## src/rtl/idma_boundary_split_midend_pkg.sv

```systemverilog
// Shared types for the boundary-split midend: 1D burst request, status meta
// and the splitter state encoding.
package idma_boundary_split_midend_pkg;

  localparam int unsigned AddrWidth = 32;
  localparam int unsigned LenWidth  = 32;
  localparam int unsigned OptWidth  = 8;

  typedef logic [AddrWidth-1:0] addr_t;
  typedef logic [LenWidth-1:0]  len_t;

  // opt stands in for the opaque remainder of the request; it rides along untouched
  typedef struct packed {
    addr_t               src;
    addr_t               dst;
    len_t                num_bytes;
    logic [OptWidth-1:0] opt;
  } burst_req_t;

  typedef struct packed {
    logic trans_complete;
    logic backend_idle;
  } meta_t;

  typedef enum logic {
    IDLE  = 1'b0,
    SPLIT = 1'b1
  } split_state_e;

endpackage

```

## src/rtl/idma_boundary_split_midend_fifo.sv

```systemverilog
// Small synchronous FIFO with the fifo_v3 handshake (push/pop with full/empty);
// holds the piece count of each fully issued request until it completes.
module idma_boundary_split_midend_fifo #(
  parameter bit          FALL_THROUGH = 1'b0,
  parameter int unsigned DATA_WIDTH   = 16,
  parameter int unsigned DEPTH        = 2
) (
  input  logic                  clk_i,
  input  logic                  rst_ni,
  input  logic                  push_i,
  input  logic [DATA_WIDTH-1:0] data_i,
  input  logic                  pop_i,
  output logic                  full_o,
  output logic                  empty_o,
  output logic [DATA_WIDTH-1:0] data_o
);

  localparam int unsigned AddrW = (DEPTH > 1) ? $clog2(DEPTH) : 1;
  localparam int unsigned CntW  = $clog2(DEPTH + 1);

  logic [AddrW-1:0]      rd_ptr_q, wr_ptr_q;
  logic [CntW-1:0]       usage_q;
  logic [DATA_WIDTH-1:0] mem_q [DEPTH];
  logic                  do_push, do_pop, bypass;

  function automatic logic [AddrW-1:0] incr(input logic [AddrW-1:0] p);
    return (p == AddrW'(DEPTH - 1)) ? '0 : p + 1'b1;
  endfunction

  assign full_o  = (usage_q == CntW'(DEPTH));
  assign empty_o = (usage_q == '0);
  assign do_push = push_i & ~full_o;
  assign do_pop  = pop_i & (~empty_o | (FALL_THROUGH & push_i));
  // In fall-through mode a push straight into a pop on an empty FIFO never lands in memory
  assign bypass  = FALL_THROUGH & empty_o & do_push & do_pop;
  assign data_o  = (FALL_THROUGH && empty_o) ? data_i : mem_q[rd_ptr_q];

  always_ff @(posedge clk_i or negedge rst_ni) begin
    if (!rst_ni) begin
      rd_ptr_q <= '0;
      wr_ptr_q <= '0;
      usage_q  <= '0;
    end else if (!bypass) begin
      if (do_push) wr_ptr_q <= incr(wr_ptr_q);
      if (do_pop)  rd_ptr_q <= incr(rd_ptr_q);
      if (do_push && !do_pop)      usage_q <= usage_q + 1'b1;
      else if (!do_push && do_pop) usage_q <= usage_q - 1'b1;
    end
  end

  always_ff @(posedge clk_i) begin
    if (do_push) mem_q[wr_ptr_q] <= data_i;
  end

endmodule

```

## src/rtl/idma_boundary_split_midend.sv

```systemverilog
// Cuts each 1D burst at every SplitWidth-aligned boundary of its in-region
// address and merges downstream completions back into one pulse per request.
module idma_boundary_split_midend
  import idma_boundary_split_midend_pkg::*;
#(
  parameter int unsigned SplitWidth     = 32'h400,
  parameter logic [31:0] DmaRegionStart = 32'h0000_0000,
  parameter logic [31:0] DmaRegionEnd   = 32'h1000_0000,
  parameter int unsigned PieceCntWidth  = 16,
  parameter int unsigned TransFifoDepth = 2
) (
  input  logic         clk_i,
  input  logic         rst_ni,
  input  burst_req_t   burst_req_i,
  input  logic         valid_i,
  output logic         ready_o,
  output meta_t        meta_o,
  output burst_req_t   burst_req_o,
  output logic         valid_o,
  input  logic         ready_i,
  input  meta_t        meta_i,
  output split_state_e dbg_state
);

  localparam int unsigned SplitLog = $clog2(SplitWidth);
  typedef logic [PieceCntWidth-1:0] piece_cnt_t;
  localparam piece_cnt_t CntAlmostMax = {{(PieceCntWidth-1){1'b1}}, 1'b0};

  split_state_e state_q, state_d;
  burst_req_t   cur_q;
  logic         key_src_q;
  piece_cnt_t   cnt_q, done_cnt_q, done_cnt_next, fifo_head;
  logic         tc_q, idle_q;
  logic         fifo_full, fifo_empty, fifo_push, fifo_pop;
  addr_t        key;
  len_t         room, piece_bytes;
  logic         split, last_piece, piece_hs, accept;

  function automatic logic in_region(input addr_t a);
    return (a - DmaRegionStart) < (DmaRegionEnd - DmaRegionStart);
  endfunction

  // Handshakes: a transfer happens on a cycle where valid and ready are both high;
  // once valid_o rises, valid_o and burst_req_o hold until ready_i is seen.
  always_comb begin
    key         = key_src_q ? cur_q.src : cur_q.dst;
    room        = len_t'(SplitWidth) - len_t'(key[SplitLog-1:0]);
    piece_bytes = (cur_q.num_bytes < room) ? cur_q.num_bytes : room;
    last_piece  = (cur_q.num_bytes == piece_bytes);
    split       = (state_q == SPLIT);
    // Last piece waits for a free count slot, so the request is never issued unpaired
    valid_o     = split & ~(last_piece & fifo_full);
    piece_hs    = valid_o & ready_i;
    ready_o     = ~split | (piece_hs & last_piece);
    accept      = valid_i & ready_o;
    fifo_push   = piece_hs & last_piece;
    burst_req_o = '0;
    if (split) begin
      burst_req_o           = cur_q;
      burst_req_o.num_bytes = piece_bytes;
    end
    state_d = state_q;
    if (accept)         state_d = SPLIT;
    else if (fifo_push) state_d = IDLE;
  end

  always_ff @(posedge clk_i or negedge rst_ni) begin
    if (!rst_ni) state_q <= IDLE;
    else         state_q <= state_d;
  end

  always_ff @(posedge clk_i or negedge rst_ni) begin
    if (!rst_ni) begin
      cur_q     <= '0;
      key_src_q <= 1'b0;
      cnt_q     <= '0;
    end else if (accept) begin
      cur_q     <= burst_req_i;
      key_src_q <= in_region(burst_req_i.src);
      cnt_q     <= '0;
    end else if (piece_hs) begin
      cur_q.src       <= cur_q.src + piece_bytes;
      cur_q.dst       <= cur_q.dst + piece_bytes;
      cur_q.num_bytes <= cur_q.num_bytes - piece_bytes;
      cnt_q           <= cnt_q + 1'b1;
    end
  end

  assert property (@(posedge clk_i) disable iff (!rst_ni) piece_hs |-> (cnt_q != CntAlmostMax));

  idma_boundary_split_midend_fifo #(
    .FALL_THROUGH (1'b0),
    .DATA_WIDTH   (PieceCntWidth),
    .DEPTH        (TransFifoDepth)
  ) i_cnt_fifo (
    .clk_i   (clk_i),
    .rst_ni  (rst_ni),
    .push_i  (fifo_push),
    .data_i  (cnt_q + 1'b1),
    .pop_i   (fifo_pop),
    .full_o  (fifo_full),
    .empty_o (fifo_empty),
    .data_o  (fifo_head)
  );

  // Completions may arrive before the owning request's count is pushed; they accumulate
  always_comb begin
    done_cnt_next = done_cnt_q + piece_cnt_t'(meta_i.trans_complete);
    fifo_pop      = ~fifo_empty & (done_cnt_next == fifo_head);
  end

  always_ff @(posedge clk_i or negedge rst_ni) begin
    if (!rst_ni) begin
      done_cnt_q <= '0;
      tc_q       <= 1'b0;
      idle_q     <= 1'b1;
    end else begin
      done_cnt_q <= fifo_pop ? '0 : done_cnt_next;
      tc_q       <= fifo_pop;
      idle_q     <= meta_i.backend_idle & ~split & fifo_empty;
    end
  end

  always_comb begin
    meta_o                = '0;
    meta_o.trans_complete = tc_q;
    meta_o.backend_idle   = idle_q;
  end

  assign dbg_state = state_q;

endmodule
```

## config.mk

```make
export PLATFORM = sky130hd
export DESIGN_NAME = idma_boundary_split_midend
export DESIGN_NICKNAME = d
export VERILOG_FILES = /design/src/rtl/idma_boundary_split_midend_pkg.sv /design/src/rtl/idma_boundary_split_midend_fifo.sv /design/src/rtl/idma_boundary_split_midend.sv
export SDC_FILE = /design/constraint.sdc
export NUM_CORES = 1
export LEC_CHECK = 0
export CAP_MARGIN = 20
export CELL_PAD_IN_SITES_DETAIL_PLACEMENT = 0
export CELL_PAD_IN_SITES_GLOBAL_PLACEMENT = 2
export CORE_MARGIN = 3
export CORE_UTILIZATION = 35
export CTS_BUF_LIST = sky130_fd_sc_hd__clkbuf_4 sky130_fd_sc_hd__clkbuf_8
export DETAILED_ROUTE_END_ITERATION = 8
export PLACE_DENSITY_LB_ADDON = 0.1
export SYNTH_ARGS = -nofsm -noshare
export SYNTH_HDL_FRONTEND = slang
export SYNTH_SLANG_ARGS = --single-unit
export TNS_END_PERCENT = 20
```

## constraint.sdc

```tcl
create_clock -name clk_i -period 13.7 [get_ports clk_i]
set_clock_uncertainty 0.15 [all_clocks]
set_input_delay 2.74 -clock clk_i [delete_from_list [all_inputs] [get_ports clk_i]]
set_output_delay 2.74 -clock clk_i [all_outputs]
set_load 0.05 [all_outputs]
```

==> results.md <==
* Status: completed
* Port Buffers at a little under 200
* Crit-path most repeated cell: ha_1
* Max-cap viol count at 0
* Fin util at 43.4%
* Initial core utilization at 35.7%
* Leakage at 6.91 nW
* Setup crit start kind: flip-flop
* Worst-Margin Slew at 0.921 ns
* Netlist Area Pre-Place at 13200 sq um
* CP endpoint kind: output port
* Residual DRC at 0
* Final net count at 1931
* Largest net degree at the start of global routing at 84
* # setup viols final at 0
* Postcts setup bufs at 0
* Hold buffers post-CTS at 0
* Pwr Density at approximately 250 nW/um^2
* Crit-path max cell delay at 0.96 ns
* HP Class: reg2reg
* Drt first pass iters at 5
* Die width at between 150 and 200 microns
* EDFF count, synth at 32
* Worst slew margin at 38.6%
* Worst setup path category: reg2out
* Root Buffer: clkbuf_8
* Fin. Hold Viols at 0
* Post-synthesis sequential area ratio at 34.7%
* Clock sinks at 176
* CTS tree: built
* Vias per cell at 5.01
* First-pass GRT wire length at 61200 microns
* Clk_lat worst skew at approximately 0.52 ns
* Die Y at 200 microns
* Period utilization at 74.2%
* Largest cells by area after synthesis: dfrtp_1, ha_1, edfxtp_1
* Yosys top cell by area: dfrtp_1
* Cell Chain, Critical Path: mux2i_1 > ha_1 > o21ai_0 > or2_2 > xnor2_1 > inv_1 > ha_1 > nor3_1 > nor2_1 > o41ai_1 > o21ai_2 > mux2_4 > inv_1 > ha_1 > nand4_1 > nand2b_1 > nor3_1 > nand3_1 > nand2_2 > clkdlybuf4s50_1
* Total track usage at 19.5%
* Synth Instances at 1530
* Clock slew at reported path FFs at 0.10 ns
* Max Clk Rate at 98.3 MHz
* Synth unique cells at slightly below 80
* Inserted Diodes at 0
* Worst EP required at 10.81 ns
* Detail Route Antenna Nets at 0
* Max-slew violations at 0
* CTS H-tree lvls at 4
* Avg WL per Cell at 17.2 microns
* Filler instances at roughly 3700
* Initial antenna violation count at 0
* Setup TNS Final at 0 ns
* Die area at 40000 sq um
* Worst VDD drop at 114 uV
* Ys flop type: dfrtp_1
* Ys async rst share at just over 80%
* Slowest CP cell: dfrtp_1
* TritonCTS Buffers at 17
* Io pins at around 220
* Avg Synthesized Cell Area at between 8 and 9 sq um
* Routed via count at 11300
* # rows at 70
* Hold WS at 0.328 ns
* Clock buffer depth at 2
* Final min period at 10.17 ns
* Warnings from Yosys at 0
* Post-DP HPWL at 28700 microns
* Share of cells above drive strength 1 at 3.84%
* Synth top area share at 27.2%
* Layout area overhead at 21.6%
* Most common cell after layout, fill and taps aside: clkdlybuf4s50_1
* Congestion Overflow GR at 0
* Arrival time at the worst endpoint at 7.28 ns
* Iter 0 DRT Violations at 398
* RePlAce Congestion at between 0.8 and 0.9
* DRT Wirelength at 38700 microns
* CP Max Fanout at 25
* Yosys reg bits at 176
* RSZ-0062 raised after global routing: false
* Vias in the first global route at roughly 11000
* Most frequent cells in the layout: clkdlybuf4s50_1, nand2_1, nor2_1
* Total core area at 36900 sq um
* PostCTS Resize Cnt at 0
[worst max-delay path, delay by kind of cell, from the launching register on]
| kind | cells | cell delay (ns) |
|---|---|---|
| AOI/OAI and AO/OA | 3 | 0.86 |
| muxes | 2 | 0.77 |
| xor gates and xnor gates | 1 | 0.23 |
| DFF | 1 | 0.96 |
| adders and majority gates | 3 | 0.92 |
| buffers and inverters | 3 | 0.95 |
| and+or+nand+nor | 8 | 2.07 |
[layer usage]
metal / global-route usage, % / part of all wire, % / wire (microns)
met1: 26.4 / 47 / 18100
met5: 0 / 0 / 0
met3: 4.21 / 5.2 / 2010
met4: 3.05 / 0.58 / 223
met2: 32.7 / 47 / 18300
[cell families after synthesis]
kind of cell	Yosys count	synth area share (%)
xor+xnor	136	9.05
mux	41	3.24
fa+ha+maj	91	8.83
other cells	1	0.0285
simple gates	588	22.1
compound gates	359	16.9
buf+inv	138	5.21
flops	176	34.7
[metrics by stage]
| stage | std cells | setup WS (ns) | cell area (sq um) | power, mW |
|---|---|---|---|---|
| floorplan | 1590 | 6.22 | 13400 | 2.89 |
| global placement | 2215 | 4.23 | 15600 | 3.59 |
| detailed placement | 2215 | 4.08 | 15600 | 3.60 |
| CTS | 2247 | 3.50 | 16000 | 4.01 |
| global route | 2247 | 2.99 | 16000 | 4.36 |
| finish | 2247 | 3.53 | 16000 | 4.00 |
[power breakdown]
| group | leakage [nW] | total (mW) | internal [mW] | switching, mW |
|---|---|---|---|---|
| registers | 2.08 | 0.880 | 0.700 | 0.179 |
| clock network | 0.201 | 0.380 | 0.139 | 0.241 |
| logic | 4.62 | 2.74 | 1.11 | 1.63 |
| total | 6.91 | 4.00 | 1.95 | 2.05 |
[synth_stat cells, drive strengths merged (23+ instances only)]
| cell | n |
|---|---|
| ha | 88 |
| edfxtp | 32 |
| mux2i | 37 |
| a31oi | 32 |
| and2 | 87 |
| o21ai | 91 |
| a21o | 23 |
| nor3 | 27 |
| nor2 | 149 |
| nand3 | 50 |
| xnor2 | 60 |
| inv | 54 |
| clkbuf | 25 |
| dfrtp | 143 |
| and3 | 34 |
| a21oi | 119 |
| nand2 | 163 |
| xor2 | 76 |
| buf | 59 |
[path summary, 6_finish.rpt]
check / from / end / slack [ns] / cells after the start
worst max-delay path: key_src_q / ready_o / 3.53 / 20
worst min-delay path: cur_q[1] / cur_q[1] / 0.33 / 2
worst max register to register: key_src_q / cur_q[17] / 5.76 / 23
worst min register to register: cur_q[1] / cur_q[1] / 0.33 / 2
max in group asynchronous: rst_ni / dbg_state / 9.86 / 2
min in group asynchronous: rst_ni / cur_q[56] / 2.11 / 1
[state kept, by name (all words and copies together) (netlist names)]
register             flops
cnt_q                   16
cur_q                  104
dbg_state                1
done_cnt_q              16
i_cnt_fifo.mem_q        32
i_cnt_fifo.rd_ptr_q      1
i_cnt_fifo.usage_q       2
i_cnt_fifo.wr_ptr_q      1
idle_q                   1
key_src_q                1
tc_q                     1
[final cells by class]
| type | instances | area [sq um] | share of cell area (%) |
|---|---|---|---|
| Clock buffer | 17 | 234 | 1.46 |
| Tap cell | 504 | 631 | 3.94 |
| Multi-Input combinational cell | 1276 | 8160 | 51.0 |
| Sequential cell | 176 | 4570 | 28.5 |
| Inverter | 54 | 203 | 1.27 |
| Clock inverter | 15 | 178 | 1.11 |
| Timing Repair Buffer | 205 | 2030 | 12.7 |
(Power assumes the default switching activity.)
